<file path="config.mk">
export PLATFORM = sky130hd
export DESIGN_NAME = mux_sel_sequencer_flat
export DESIGN_NICKNAME = d
export VERILOG_FILES = /design/src/rtl/mux_sel_pkg.sv /design/src/rtl/mux_sel_sequencer_if.sv /design/src/rtl/mux_sel_sequencer_debounce_sync.sv /design/src/rtl/mux_sel_sequencer.sv /design/src/flat_wrapper.sv
export SDC_FILE = /design/constraint.sdc
export NUM_CORES = 1
export LEC_CHECK = 0
export CAP_MARGIN = 20
export CORE_MARGIN = 5
export CORE_UTILIZATION = 42
export CTS_BUF_LIST = sky130_fd_sc_hd__clkbuf_2
export DETAILED_ROUTE_END_ITERATION = 8
export PLACE_DENSITY_LB_ADDON = 0.12
export SYNTH_ARGS = -nofsm -noshare
export SYNTH_HDL_FRONTEND = slang
export SYNTH_SLANG_ARGS = --single-unit
</file>
<file path="constraint.sdc">
create_clock -name clk -period 4.6 [get_ports clk]
set_input_delay 0.92 -clock clk [delete_from_list [all_inputs] [get_ports clk]]
set_output_delay 0.92 -clock clk [all_outputs]
set_load 0.02 [all_outputs]
</file>
<file path="src/rtl/mux_sel_pkg.sv">
// rtl/mux_sel_pkg.sv - shared state encoding, default parameters and width helper
package mux_sel_pkg;

    localparam logic ST_MANUAL = 1'b0;
    localparam logic ST_SCAN   = 1'b1;

    typedef enum logic {
        MANUAL = ST_MANUAL,
        SCAN   = ST_SCAN
    } state_t;

    localparam int DEBOUNCE_CYCLES_DEF = 16;
    localparam int SCAN_DIV_DEF        = 1000;
    localparam int SEL_W_DEF           = 2;

    // Width of a counter running 0..n-1, never narrower than one bit.
    function automatic int cnt_w(input int n);
        return (n <= 2) ? 1 : $clog2(n);
    endfunction

endpackage

</file>
<file path="src/rtl/mux_sel_sequencer_if.sv">
// rtl/mux_sel_sequencer_if.sv - button/enable inputs and select/status outputs of the sequencer
interface mux_sel_sequencer_if import mux_sel_pkg::*; #(
    parameter int SEL_W = SEL_W_DEF
);
    logic             en;
    logic             btn_step;
    logic             btn_mode;
    logic [SEL_W-1:0] sel_out;
    logic             scan_active;
    logic             step_pulse;
    logic             sel_changed;

    modport master (
        output en, btn_step, btn_mode,
        input  sel_out, scan_active, step_pulse, sel_changed
    );

    modport slave (
        input  en, btn_step, btn_mode,
        output sel_out, scan_active, step_pulse, sel_changed
    );
endinterface

</file>
<file path="src/rtl/mux_sel_sequencer_debounce_sync.sv">
// rtl/mux_sel_sequencer_debounce_sync.sv - 2-flop sync, debounce counter, stable level and rising-edge pulse
module debounce_sync import mux_sel_pkg::*; #(
    parameter int DEBOUNCE_CYCLES = DEBOUNCE_CYCLES_DEF
) (
    input  logic clk,
    input  logic rst,
    input  logic en,
    input  logic raw,
    output logic pulse
);
    localparam int            CW       = cnt_w(DEBOUNCE_CYCLES);
    localparam logic [CW-1:0] CNT_LAST = CW'(DEBOUNCE_CYCLES - 1);

    logic          sync1;
    logic          sync2;
    logic          stable;
    logic          stable_d;
    logic [CW-1:0] cnt;

    always_ff @(posedge clk) begin
        if (rst) begin
            sync1    <= 1'b0;
            sync2    <= 1'b0;
            stable   <= 1'b0;
            stable_d <= 1'b0;
            cnt      <= '0;
            pulse    <= 1'b0;
        end else begin
            // The synchronizer keeps tracking the pin even while disabled.
            sync1 <= raw;
            sync2 <= sync1;
            pulse <= 1'b0;
            if (en) begin
                stable_d <= stable;
                pulse    <= stable & ~stable_d;
                if (sync2 == stable) begin
                    cnt <= '0;
                end else if (cnt == CNT_LAST) begin
                    stable <= sync2;
                    cnt    <= '0;
                end else begin
                    cnt <= cnt + 1'b1;
                end
            end
        end
    end
endmodule

</file>
<file path="src/rtl/mux_sel_sequencer.sv">
// rtl/mux_sel_sequencer.sv - debounced step/mode buttons driving a MANUAL/SCAN select sequencer
module mux_sel_sequencer import mux_sel_pkg::*; #(
    parameter int DEBOUNCE_CYCLES = DEBOUNCE_CYCLES_DEF,
    parameter int SCAN_DIV        = SCAN_DIV_DEF,
    parameter int SEL_W           = SEL_W_DEF
) (
    input logic                clk,
    input logic                rst,
    mux_sel_sequencer_if.slave bus
);
    localparam int            PW         = cnt_w(SCAN_DIV);
    localparam logic [PW-1:0] PRESC_LAST = PW'(SCAN_DIV - 1);

    state_t           state;
    logic [PW-1:0]    presc;
    logic [SEL_W-1:0] sel_q;
    logic             sel_chg_q;
    logic             step_acc;
    logic             mode_acc;

    debounce_sync #(.DEBOUNCE_CYCLES(DEBOUNCE_CYCLES)) u_step (
        .clk   (clk),
        .rst   (rst),
        .en    (bus.en),
        .raw   (bus.btn_step),
        .pulse (step_acc)
    );

    debounce_sync #(.DEBOUNCE_CYCLES(DEBOUNCE_CYCLES)) u_mode (
        .clk   (clk),
        .rst   (rst),
        .en    (bus.en),
        .raw   (bus.btn_mode),
        .pulse (mode_acc)
    );

    always_ff @(posedge clk) begin
        if (rst) begin
            state     <= MANUAL;
            presc     <= '0;
            sel_q     <= '0;
            sel_chg_q <= 1'b0;
        end else begin
            sel_chg_q <= 1'b0;
            if (bus.en) begin
                // A mode toggle swallows a coincident step or terminal count.
                if (mode_acc) begin
                    state <= (state == MANUAL) ? SCAN : MANUAL;
                    presc <= '0;
                end else if (state == SCAN) begin
                    if (step_acc || presc == PRESC_LAST) begin
                        sel_q     <= sel_q + 1'b1;
                        sel_chg_q <= 1'b1;
                        presc     <= '0;
                    end else begin
                        presc <= presc + 1'b1;
                    end
                end else if (step_acc) begin
                    sel_q     <= sel_q + 1'b1;
                    sel_chg_q <= 1'b1;
                end
            end
        end
    end

    assign bus.sel_out     = sel_q;
    assign bus.scan_active = (state == SCAN);
    assign bus.step_pulse  = step_acc;
    assign bus.sel_changed = sel_chg_q;
endmodule
</file>
<file path="src/flat_wrapper.sv">
// flat-port wrapper written by rule: the top's interface ports become plain ports
module mux_sel_sequencer_flat import mux_sel_pkg::*;
#(
    parameter int DEBOUNCE_CYCLES = DEBOUNCE_CYCLES_DEF,
    parameter int SCAN_DIV        = SCAN_DIV_DEF,
    parameter int SEL_W           = SEL_W_DEF
)
  (clk, rst, bus_en, bus_btn_step, bus_btn_mode, bus_sel_out, bus_scan_active, bus_step_pulse, bus_sel_changed);
  mux_sel_sequencer_if #(.SEL_W(SEL_W)) bus_i ();
  input logic clk;
  input logic rst;
  input wire logic [$bits(bus_i.en)-1:0] bus_en;
  input wire logic [$bits(bus_i.btn_step)-1:0] bus_btn_step;
  input wire logic [$bits(bus_i.btn_mode)-1:0] bus_btn_mode;
  output wire logic [$bits(bus_i.sel_out)-1:0] bus_sel_out;
  output wire logic [$bits(bus_i.scan_active)-1:0] bus_scan_active;
  output wire logic [$bits(bus_i.step_pulse)-1:0] bus_step_pulse;
  output wire logic [$bits(bus_i.sel_changed)-1:0] bus_sel_changed;
  assign bus_i.en = bus_en;
  assign bus_i.btn_step = bus_btn_step;
  assign bus_i.btn_mode = bus_btn_mode;
  assign bus_sel_out = bus_i.sel_out;
  assign bus_scan_active = bus_i.scan_active;
  assign bus_step_pulse = bus_i.step_pulse;
  assign bus_sel_changed = bus_i.sel_changed;
  mux_sel_sequencer #(.DEBOUNCE_CYCLES(DEBOUNCE_CYCLES), .SCAN_DIV(SCAN_DIV), .SEL_W(SEL_W)) u_core (.clk(clk), .rst(rst), .bus(bus_i));
endmodule
</file>
Word level (Yosys, flattened, before mapping)
Cells that the tools add are included.
{ "word_totals": {"regBits": 32, "latchBits": 0, "ramBits": 0, "rom_bits": 0, "wordCells": 58, "n_memories": 0} }
{ "op_classes": {"add_sub_neg": 4, "n_mul": 0, "div_mod_pow": 0, "n_lt_le_gt_ge": 0, "n_eq_ne": 6, "n_shift": 0, "n_mux": 14, "n_bitwise": 8, "reduce_logical": 10} }
{ "op_table": {"columns": ["op", "count"], "rows": [
  ["two-way mux 10 bit", 3],
  ["two-way mux 4 bit", 4],
  ["adder 10 x 1 -> 10 bit (second input constant)", 1],
  ["== test 10 bit (second input constant)", 1],
  ["adder 4 x 1 -> 4 bit (second input constant)", 2],
  ["== test 4 bit (second input constant)", 2],
  ["two-way mux 2 bit", 3],
  ["NOT 1 bit", 6],
  ["AND reduction 3 bit", 2],
  ["two-way mux 1 bit", 4],
  ["AND reduction 2 bit", 2],
  ["AND reduction 4 bit", 1],
  ["nonzero test 2 bit", 2],
  ["OR reduction 3 bit", 1],
  ["adder 2 x 1 -> 2 bit (second input constant)", 1],
  ["AND 1 bit", 2],
  ["== test 1 bit", 2],
  ["!= test 2 bit (second input constant)", 1],
  ["OR reduction 2 bit", 1],
  ["logical OR 1 bit", 1]
]} }

Longest topological paths before layout
Gate-level depths: netlist of the first run.
{ "depth": {"ltp_word": 5, "mapped_depth": 5, "ltp_nobuf": 5} }

Modules after synthesis
Synthesis of the first run repeated with hierarchy kept, for this count alone.
{ "hier_totals": {"hier_cells": 136, "area_unflattened_um2": 1366.3} }
{ "modules_own_cells": {"columns": ["mod", "n_inst", "cells_each", "area_per_inst_um2", "seq_area_each_um2"], "rows": [
  ["debounce_sync", 2, 32, 350.3, 180.2],
  ["mux_sel_sequencer", 1, 72, 665.6, 280.3]
]} }

Worst setup path before layout of the first run
OpenSTA, ideal clock, no wires.
{ "synth_timing": {"path_type": "input port to flip-flop", "from": "input port bus_en", "to": "register u_core.presc[5]", "setup_time_ns": 0.125, "t_arrival_ns": 1.769, "required_time_ns": 4.475, "setup_slack_ns": 2.705, "cell_stages": 5, "path_buffers": 1, "path_cell_list": "buf_2 o21ai_1 nor3_1 xnor2_1 nor2_1"} }
{ "synth_between": {"elab_chain_len": 1} }
{ "synth_lines": {"columns": ["element", "line_no", "text"], "rows": [
  ["start: declaration", "flat_wrapper.sv:12", "input wire logic [$bits(bus_i.en)-1:0] bus_en;"],
  ["AND reduction 2 bit (no line)", null, null],
  ["end signal: assignment", "mux_sel_sequencer.sv:56", "presc <= presc + 1'b1;"],
  ["end: declaration", "mux_sel_sequencer.sv:15", "logic [PW-1:0] presc;"]
]} }
No other way between the ends.
A chain may end at the register's enable or synchronous reset.

Final worst setup path of the first run
Ends and elaborated chain as after synthesis.

==> impl_results.md, run 1 <==
* Area occupied by registers at 640.6 um2
* Cell variety after synth at 38
* Netlist Area Pre-Place at 0.001390 mm2
* Syn Inst Count at 148
* Antenna fix cells at 0
* Largest cells by area after synthesis: dfxtp_1 46%, mux2i_1 5.8%, nor2_1 5.4%
* Status: complete, no violations
* All-layer global routing usage at 0.1345
* Flip-flop and latch count after synthesis at 32
* Pin count of the biggest net entering global routing at 26
* Initial antenna violation count at 0
* Mean number of vias per cell at between 5 and 6
* VDD IR max at 0.0001353 V
* Int Power at 323.9 uW
* Area leader, netlist: dfxtp_1
* Root Buffer Master: clkbuf_2
* Post-route clock period utilization at 0.5544
* Net count after synthesis at 156
* H-Tree Depth at 2
* TritonCTS Sinks at 32
* CTS tree: yes
* Hold Path Class: flip-flop to flip-flop
* Slew HR at 0.4290
* Multi-input logic area at 729.5 um2
* Worst EP arrival at 2.83 ns
* Sum Neg Setup Slack at 0 ns
* Final hold vios at 0
* Die Area at 0.004560 mm2
* Max Cap Violations at 0
* Sequential fraction of the synthesis area at 0.4608
* Critical Path Fanout Max at 19
* Clk_lat worst skew at 0.38 ns
* Worst EP required at 4.88 ns
* CP top delay family: buffers and inverters
* Top cell type's share of synthesized area at 0.4608
* Final setup viols at 0
* Setup ws final at 2.050 ns
* Layout cells sized above 1 at 0.06832
* Remaining global-route overflow at 0
* Filler cells at 323
* Layout area overhead at 12.24%
* CTS Hold Bufs at 0
* RSZ-0062 raised after global routing: no
* Drt first pass iters at 4
* TritonCTS Buffers at 5
* Crit path cell chain: clkdlybuf4s50_1, o21ai_1, nor3_1, xnor2_1, nor2_1
* Syn. warnings at 0
* Core Area at roughly 0.0031 mm2
* Non-filler cells, final at 205
* WL per Instance at 12.57 um
* Final Critical Period at approximately 2.6 ns
* Clock power frac at 0.311
* FFs w/ async S/R, synth at 0
* IO Port Bufs at 9
* Longest Clk Path Bufs at 2
* Worst-Margin Slew at between 0.8 and 0.9 ns
* # IOs at 10
* CTS resizes at 0
* Global placer's final weighted congestion at 0.7940
* Placed cells at 197
* Row cnt at 20
* Comb pwr share at 0.038
* Part of the power in registers at 0.651
* Fmax at approximately 390 MHz
* LEAKAGE at 0.0005527 uW
* Synth Area per Inst at 9.392 um2
* Most frequent cells in the layout: 32 x dfxtp_1, 20 x nor2_1, 13 x nand2_1
* Die Y at ~68 um
* P_sw at 107.5 uW
* Post-CTS setup repair buffer count at 0
* Switching Share at 0.2491
* Commonest non-fill, non-tap cell in the layout: dfxtp_1
* Setup CP Type: primary input to flip-flop
* CTS clk-pin slew, worst paths at 0.15 ns
* Slowest cell delay on critical path at 0.88 ns
* Via count at 1111
* Post-DRT Antenna Nets at 0
* Die W at just under 70 um
* Vias in the first global route at about 1100
* 1st-iter DRT viols at 60
* Post-Route WL at 2576 um
* Dpl hpwl at 1800 um
* Overall power at 431.3 uW
* First-pass GRT wire length at 4505 um
* Initial Utilization at 0.4480
* DRC violations left at 0
* Final design utilization at 0.5028
* Worst Skew at 0.01153 ns
* Synth Flop Type: dfxtp_1
* Buf/Inv on CP at 1
* Dpl ws at approximately 1.6 ns
* Crit-path slowest cell: clkdlybuf4s50_1
* # nets final at 168
* Startpoint class of the critical path: primary input
* PwrDens at 276.5 mW/mm2
* Post-synth EDFFs at 0
* Max-slew violations at 0
* Critical Path End Type: flip-flop
## synth_stat cells, types with 4 or more instances
| cell type | count |
|---|---|
| a21oi_1 | 4 |
| nand2_1 | 13 |
| nand4_1 | 4 |
| mux2i_1 | 8 |
| nor2_1 | 20 |
| nor2b_1 | 5 |
| nand3_1 | 8 |
| xnor2_1 | 4 |
| xor2_1 | 5 |
| dfxtp_1 | 32 |
## cells by family (layout without fill, tap and decap cells)
| logic type | count (synthesis) | count (layout) | synth area share |
|---|---|---|---|
| fa+ha+maj | 3 | 3 | 0.02701 |
| compound gates | 23 | 23 | 0.1296 |
| flops | 32 | 32 | 0.4608 |
| simple gates | 67 | 67 | 0.2457 |
| mux | 9 | 9 | 0.06571 |
| buf+inv | 5 | 18 | 0.01439 |
| xor+xnor | 9 | 9 | 0.05670 |
## state kept, by name (all words and copies together) (netlist names), 2 cells and up
name / count
u_core.bus.sel_out: 2
u_core.u_step.cnt: 4
u_core.presc: 10
u_core.u_mode.cnt: 4
## through the flow
| step | cell area, um2 | hold slack [ns] |
|---|---|---|
| 2_1_floorplan | 1390 | 0.3958 |
| 3_3_place_gp | 1519 | 0.3983 |
| 3_5_place_dp | 1519 | 0.4077 |
| 4_1_cts | 1560 | 0.4287 |
| 5_1_grt | 1560 | 0.4408 |
| 6_report | 1560 | 0.4299 |
## final cells by class
type                            count  area share
Multi-Input combinational cell    111      0.4675
Clock inverter                      2    0.007217
Sequential cell                    32      0.4106
Inverter                            1    0.002406
Clock buffer                        6     0.01925
Tap cell                           44     0.03528
Timing Repair Buffer                9     0.05774
## worst reg2reg max path: cells and delay by family, from the launching register on
kind / cells / cell delay [ns]
AO/OA/AOI/OAI: 1 / 0.18
adder cells (fa/ha/maj): 1 / 0.23
flip-flops: 1 / 0.41
multiplexers: 1 / 0.34
AND/OR/NAND/NOR: 2 / 0.56
## per-layer routing
layer,vias up,GRT usage,share of wire
li1,560,-,-
met1,525,0.1614,0.49
met2,19,0.2017,0.45
met3,7,0.04493,0.030
met4,0,0.09114,0.029
met5,-,0,0
## worst paths after layout
path	startpoint	to	slack, ns	depth (start not counted)
worst min-delay path	u_core.u_step.stable_d	u_core.u_step.pulse	0.43	1
worst max register to register	u_core.presc[0]	u_core.bus.sel_out[1]	2.78	5
worst min register to register	u_core.u_step.stable_d	u_core.u_step.pulse	0.43	1
worst max-delay path	bus_en	u_core.presc[5]	2.05	5
## power groups by stage
stage | Sequential, uW | Clock, uW | Combinational (uW)
2_1_floorplan | 286 | 0 | 10.8
3_3_place_gp | 286 | 0 | 16.3
3_5_place_dp | 287 | 0 | 16.6
4_1_cts | 281 | 142 | 16.6
5_1_grt | 281 | 155 | 18.4
6_report | 281 | 134 | 16.3
No activity file was read; power rests on OpenSTA's default activity.
==> run 2: changes to the inputs <==
clock period = 2.4 ns   (was 4.6 ns; I/O delays follow)
==> run 2 against run 1 <==
Clock-buffer cell count stayed put. Total power increased by 120%. Register-to-register slack lost 2.2 ns. Sequential power increased by 91%. Cell area up 2.5%. Final cell count grew 0.98%. Die area did not move. Largest power group unchanged. Highest routed layer unchanged.
==> impl_results.md, run 2 (synthesis gave the netlist of run 1 again) <==
* First-pass GRT wire length at 4609 um
* DRC violations left at 0
* # nets final at 170
* Worst reg2reg path startpoint: u_core.presc[0]
* Status: complete, no violations
* Die W at 67.53 um
* Dpl hpwl at between 1500 and 2000 um
* P_sw at 208.1 uW
* Slew HR at 0.6216
* CTS tree: yes
* Non-filler cells, final at just over 200
* # IOs at 10
* Longest Clk Path Bufs at 2
* Clock power frac at 0.390
* Sum Neg Setup Slack at 0 ns
* Root Buffer Master: clkbuf_2
* Via count at 1111
* Final hold vios at 0
* Slowest cell delay on critical path at between 0.6 and 0.7 ns
* Fmax at 502.3 MHz
* Multi-input logic area at 729.5 um2
* Hold Path End: u_core.u_step.pulse
* WL per Instance at between 10 and 15 um
* Layout cells sized above 1 at 0.08589
* Most frequent cells in the layout: 32 x dfxtp_1, 20 x nor2_1, 13 x nand2_1
* Top Registers: u_core.presc (10), u_core.u_mode.cnt (4), u_core.u_step.cnt (4)
* Initial Utilization at 0.4480
* Crit-path slowest cell: clkdlybuf4s50_1
* Area occupied by registers at 640.6 um2
* Comb pwr share at 0.036
* Reg2Reg Depth at 5
* Worst Skew at 0.006947 ns
* Max-slew violations at 0
* All-layer global routing usage at 0.1378
* Met1 Use GR at 0.1690
* Crit path cell chain: clkdlybuf4s50_1
* Max reg flops at 10
* Pin count of the biggest net entering global routing at 16
* Final setup viols at 0
* Initial antenna violation count at 0
* GRT met2 Usage at 0.2102
* CTS resizes at 0
* H-Tree Depth at 2
* Worst EP arrival at 1.51 ns
* Int Power at 729.7 uW
* Global placer's final weighted congestion at just over 0.8
* WHS Path Cells at 1
* Drt first pass iters at 4
* 1st-iter DRT viols at 64
* RSZ-0062 raised after global routing: no
* Worst-Margin Slew at 0.5638 ns
* Mean number of vias per cell at roughly 5.4
* FF-to-FF End: u_core.bus.sel_out[1]
* TritonCTS Buffers at 5
* IO Port Bufs at 9
* Grt met3 use at 0.05158
* Reg2Reg Setup Slack at around 0.63 ns
* PwrDens at slightly below 600 mW/mm2
* LEAKAGE at 0.0005786 uW
* Max Cap Violations at 0
* Antenna fix cells at 0
* Hold Path Class: flip-flop to flip-flop
* Filler cells at between 300 and 400
* TritonCTS Sinks at 32
* Post-route clock period utilization at 0.8295
* Setup ws final at slightly above 0.4 ns
* Gr busiest metal: met2
* Critical Path End Type: primary output
* CP top delay family: buffers and inverters
* Layout area overhead at 15.03%
* CTS clk-pin slew, worst paths at around 0.17 ns
* Hold path start: u_core.u_step.stable_d
* CTS Hold Bufs at 0
* Setup CP Type: flip-flop to primary output
* Clk_lat worst skew at approximately 0.36 ns
* Commonest non-fill, non-tap cell in the layout: dfxtp_1
* VDD IR max at around 0.0003 V
* Vias in the first global route at 1000
* Critical Path Fanout Max at 6
* Buf/Inv on CP at 1
* Die Y at 67.53 um
* Placed cells at 199
* Part of the power in registers at 0.574
* Post-DRT Antenna Nets at 0
* Startpoint class of the critical path: flip-flop
* Final Critical Period at 1.991 ns
* Post-Route WL at 2635 um
* Largest Register: u_core.presc
* Row cnt at 20
* Switching Share at 0.2219
* Remaining global-route overflow at 0
* Die Area at 0.004560 mm2
* Core Area at 0.003103 mm2
* Worst EP required at 1.92 ns
* Post-CTS setup repair buffer count at 0
* Dpl ws at 0.3532 ns
[run 2: how the worst max path moves through the flow]
stage | from | to | cells after the start
floorplan | u_core.presc[0] | u_core.bus.sel_out[1] | 5
global placement | bus_en | u_core.presc[5] | 5
detailed placement | bus_en | u_core.presc[5] | 5
CTS | u_core.bus.scan_active | bus_scan_active | 1
global route | u_core.bus.scan_active | bus_scan_active | 1
finish | u_core.bus.scan_active | bus_scan_active | 1
[run 2: power groups by stage]
stage | Sequential (uW) | Combinational [uW] | Clock [uW]
6_report | 538 | 34.1 | 366
5_1_grt | 539 | 37.5 | 397
4_1_cts | 538 | 34.4 | 376
3_5_place_dp | 549 | 34.2 | 0
3_3_place_gp | 549 | 34.0 | 0
2_1_floorplan | 549 | 20.8 | 0
[run 2: final cells by class]
cell class | instances | area share
multi-input combinational | 111 | 0.4562
sequential | 32 | 0.4006
timing repair buffer | 11 | 0.06573
tap | 44 | 0.03443
clock inverter | 2 | 0.02191
clock buffer | 6 | 0.01878
inverter | 1 | 0.002347
[run 2: per-layer routing]
metal  wire length (um)  share of wire
met5                  0              0
met4                 35          0.013
met3                137          0.052
met2               1173           0.45
met1               1289           0.49
[run 2: through the flow]
step / area (um2) / util / power, uW / hold slack [ns]
floorplan: 1390 / - / 569.4 / 0.3958
global placement: 1534 / 0.4944 / 582.9 / 0.4020
detailed placement: 1534 / 0.4944 / 583.3 / 0.4100
CTS: 1599 / 0.5153 / 948.7 / 0.4377
global route: 1599 / 0.5153 / 973.8 / 0.4519
finish: 1599 / 0.5153 / 937.8 / 0.4342
==> run 3: changes to the inputs <==
clock period = 1.9 ns   (was 2.4 ns; I/O delays follow)
==> run 3 against run 2 <==
Non-clock buffer count up 3. Clock skew up 0.013 ns. Worst setup slack worse by 0.28 ns. Clock power down 11%. Combinational power up 30%. Largest power group unchanged.
==> impl_results.md, run 3 (synthesis gave the netlist of run 1 again) <==
* Cell Area, Placed at 0.001556 mm2
* Slew HR at 0.7407
* Dpl ws at 0.02780 ns
* RSZ-0062 raised after global routing: no
* Hold Path Class: flip-flop to flip-flop
* WL per Instance at 12.63 um
* Commonest non-fill, non-tap cell in the layout: dfxtp_1
* Critical Path Fanout Max at 4
* Initial antenna violation count at 0
* Startpoint class of the critical path: flip-flop
* FF-to-FF End: u_core.bus.sel_out[1]
* IO Port Bufs at 9
* Fmax at between 500 and 600 MHz
* Largest Register: u_core.presc
* DRC violations left at 0
* 1st-iter DRT viols at 56
* Post-CTS setup repair buffer count at 0
* CTS Hold Bufs at 0
* Layout area overhead at 15.48%
* Post-route clock period utilization at 0.9329
* P_sw at 265.2 uW
* Clk_lat worst skew at 0.37 ns
* Setup ws final at 0.1274 ns
* Multi-input logic area at 734.5 um2
* Sum Neg Setup Slack at 0 ns
* TritonCTS Buffers at 5
* Status: complete, no violations
* WHS Path Cells at 1
* Int Power at ~790 uW
* Comb pwr share at 0.042
* Initial Utilization at 0.4480
* Row cnt at 20
* Non-filler cells, final at 210
* Max Cap Violations at 0
* Slowest cell delay on critical path at 0.41 ns
* All-layer global routing usage at 0.1374
* Mean number of vias per cell at 5.381
* Top Registers: u_core.presc (10), u_core.u_mode.cnt (4), u_core.u_step.cnt (4)
* Part of the power in registers at 0.647
* H-Tree Depth at 2
* Worst reg2reg path startpoint: u_core.presc[0]
* Post-DRT Antenna Nets at 0
* # IOs at 10
* Most frequent cells in the layout: 31 x dfxtp_1, 20 x nor2_1, 13 x nand2_1
* Reg2Reg Setup Slack at 0.13 ns
* Remaining global-route overflow at 0
* Switching Share at 0.2525
* Worst-Margin Slew at 0.3860 ns
* Die W at 67.53 um
* Root Buffer Master: clkbuf_2
* Crit-path slowest cell: dfxtp_1
* Final setup viols at 0
* TritonCTS Sinks at 32
* Hold path start: u_core.u_step.stable_d
* Worst EP arrival at roughly 2 ns
* Worst EP required at 2.16 ns
* Worst Skew at 0.02044 ns
* Vias in the first global route at 1093
* CTS tree: yes
* Core Area at 0.003103 mm2
* Die Area at 0.004560 mm2
* Antenna fix cells at 0
* Dpl hpwl at 1953 um
* Drt first pass iters at 4
* Final hold vios at 0
* Hold Path End: u_core.u_step.pulse
* Area occupied by registers at 641.9 um2
* Clock power frac at 0.311
* Design Area, Final at ~0.0016 mm2
* Pin count of the biggest net entering global routing at 16
* VDD IR max at 0.0004096 V
* PwrDens at 654.4 mW/mm2
* Placed cells at 202
* Crit path cell chain: ha_1, and4bb_1, a41oi_2, nor3b_2, mux2_1
* Critical Path End Type: flip-flop
* Via count at between 1000 and 1500
* CTS clk-pin slew, worst paths at 0.18 ns
* Max-slew violations at 0
* Longest Clk Path Bufs at 2
* First-pass GRT wire length at 4712 um
* Filler cells at 326
* Setup CP Type: flip-flop to flip-flop
* Layout cells sized above 1 at 0.1145
* # nets final at between 150 and 200
* Max reg flops at 10
* LEAKAGE at between 0.0005 and 0.0006 uW
* Overall power at 1051 uW
* Reg2Reg Depth at 5
* Final Critical Period at 1.773 ns
* Post-Route WL at about 2700 um
* Die Y at 67.53 um
* Global placer's final weighted congestion at 0.9349
==> run 3: worst max-delay path, delay by kind of cell, from the launching register on <==
family	cells	cell delay [ns]
flip-flops	1	0.41
multiplexers	1	0.33
AO/OA/AOI/OAI	1	0.19
AND/OR/NAND/NOR	2	0.53
adder cells (fa/ha/maj)	1	0.22
==> run 3: timing repair <==
item,in CTS,in global routing
endpoints found under the setup margin,1,2
gates resized for setup,1,2
cloned,0,0
hold endpoints to repair,0,0
==> run 3: layer usage <==
metal  track usage  routed length, um  vias up
li1              -                  -      571
met1        0.1793               1315      528
met2        0.2005               1167       25
met3       0.04493                126        6
met4       0.07089                 42        0
met5             0                  0        -
==> run 3: worst max path at each step <==
stage                        start                    end  cells after the start
6_report           u_core.presc[0]  u_core.bus.sel_out[1]                      5
5_1_grt            u_core.presc[0]  u_core.bus.sel_out[1]                      5
4_1_cts        u_core.u_step.pulse         bus_step_pulse                      1
3_5_place_dp                bus_en        u_core.presc[5]                      5
3_3_place_gp                bus_en        u_core.presc[7]                      5
2_1_floorplan      u_core.presc[0]  u_core.bus.sel_out[1]                      5
==> run 3: power by group through the flow <==
stage | clock network (uW) | registers [uW] | logic [uW]
floorplan | 0 | 693 | 26.2
CTS | 344 | 680 | 45.1
global placement | 0 | 693 | 43.9
detailed placement | 0 | 694 | 45.0
global route | 377 | 681 | 49.4
finish | 327 | 679 | 44.5
==> run 3: through the flow <==
step	hold slack (ns)	util
CTS	0.4534	0.5153
finish	0.4492	0.5173
detailed placement	0.4081	0.5016
global route	0.4696	0.5173
global placement	0.4016	0.5016
floorplan	0.3958	-
==> run 3: layout make-up <==
class,instances,share of cell area
tap,44,0.03429
clock buffer,5,0.01559
multi-input combinational,111,0.4575
timing repair buffer,14,0.07872
inverter,1,0.002338
clock inverter,3,0.01169
sequential,32,0.3998
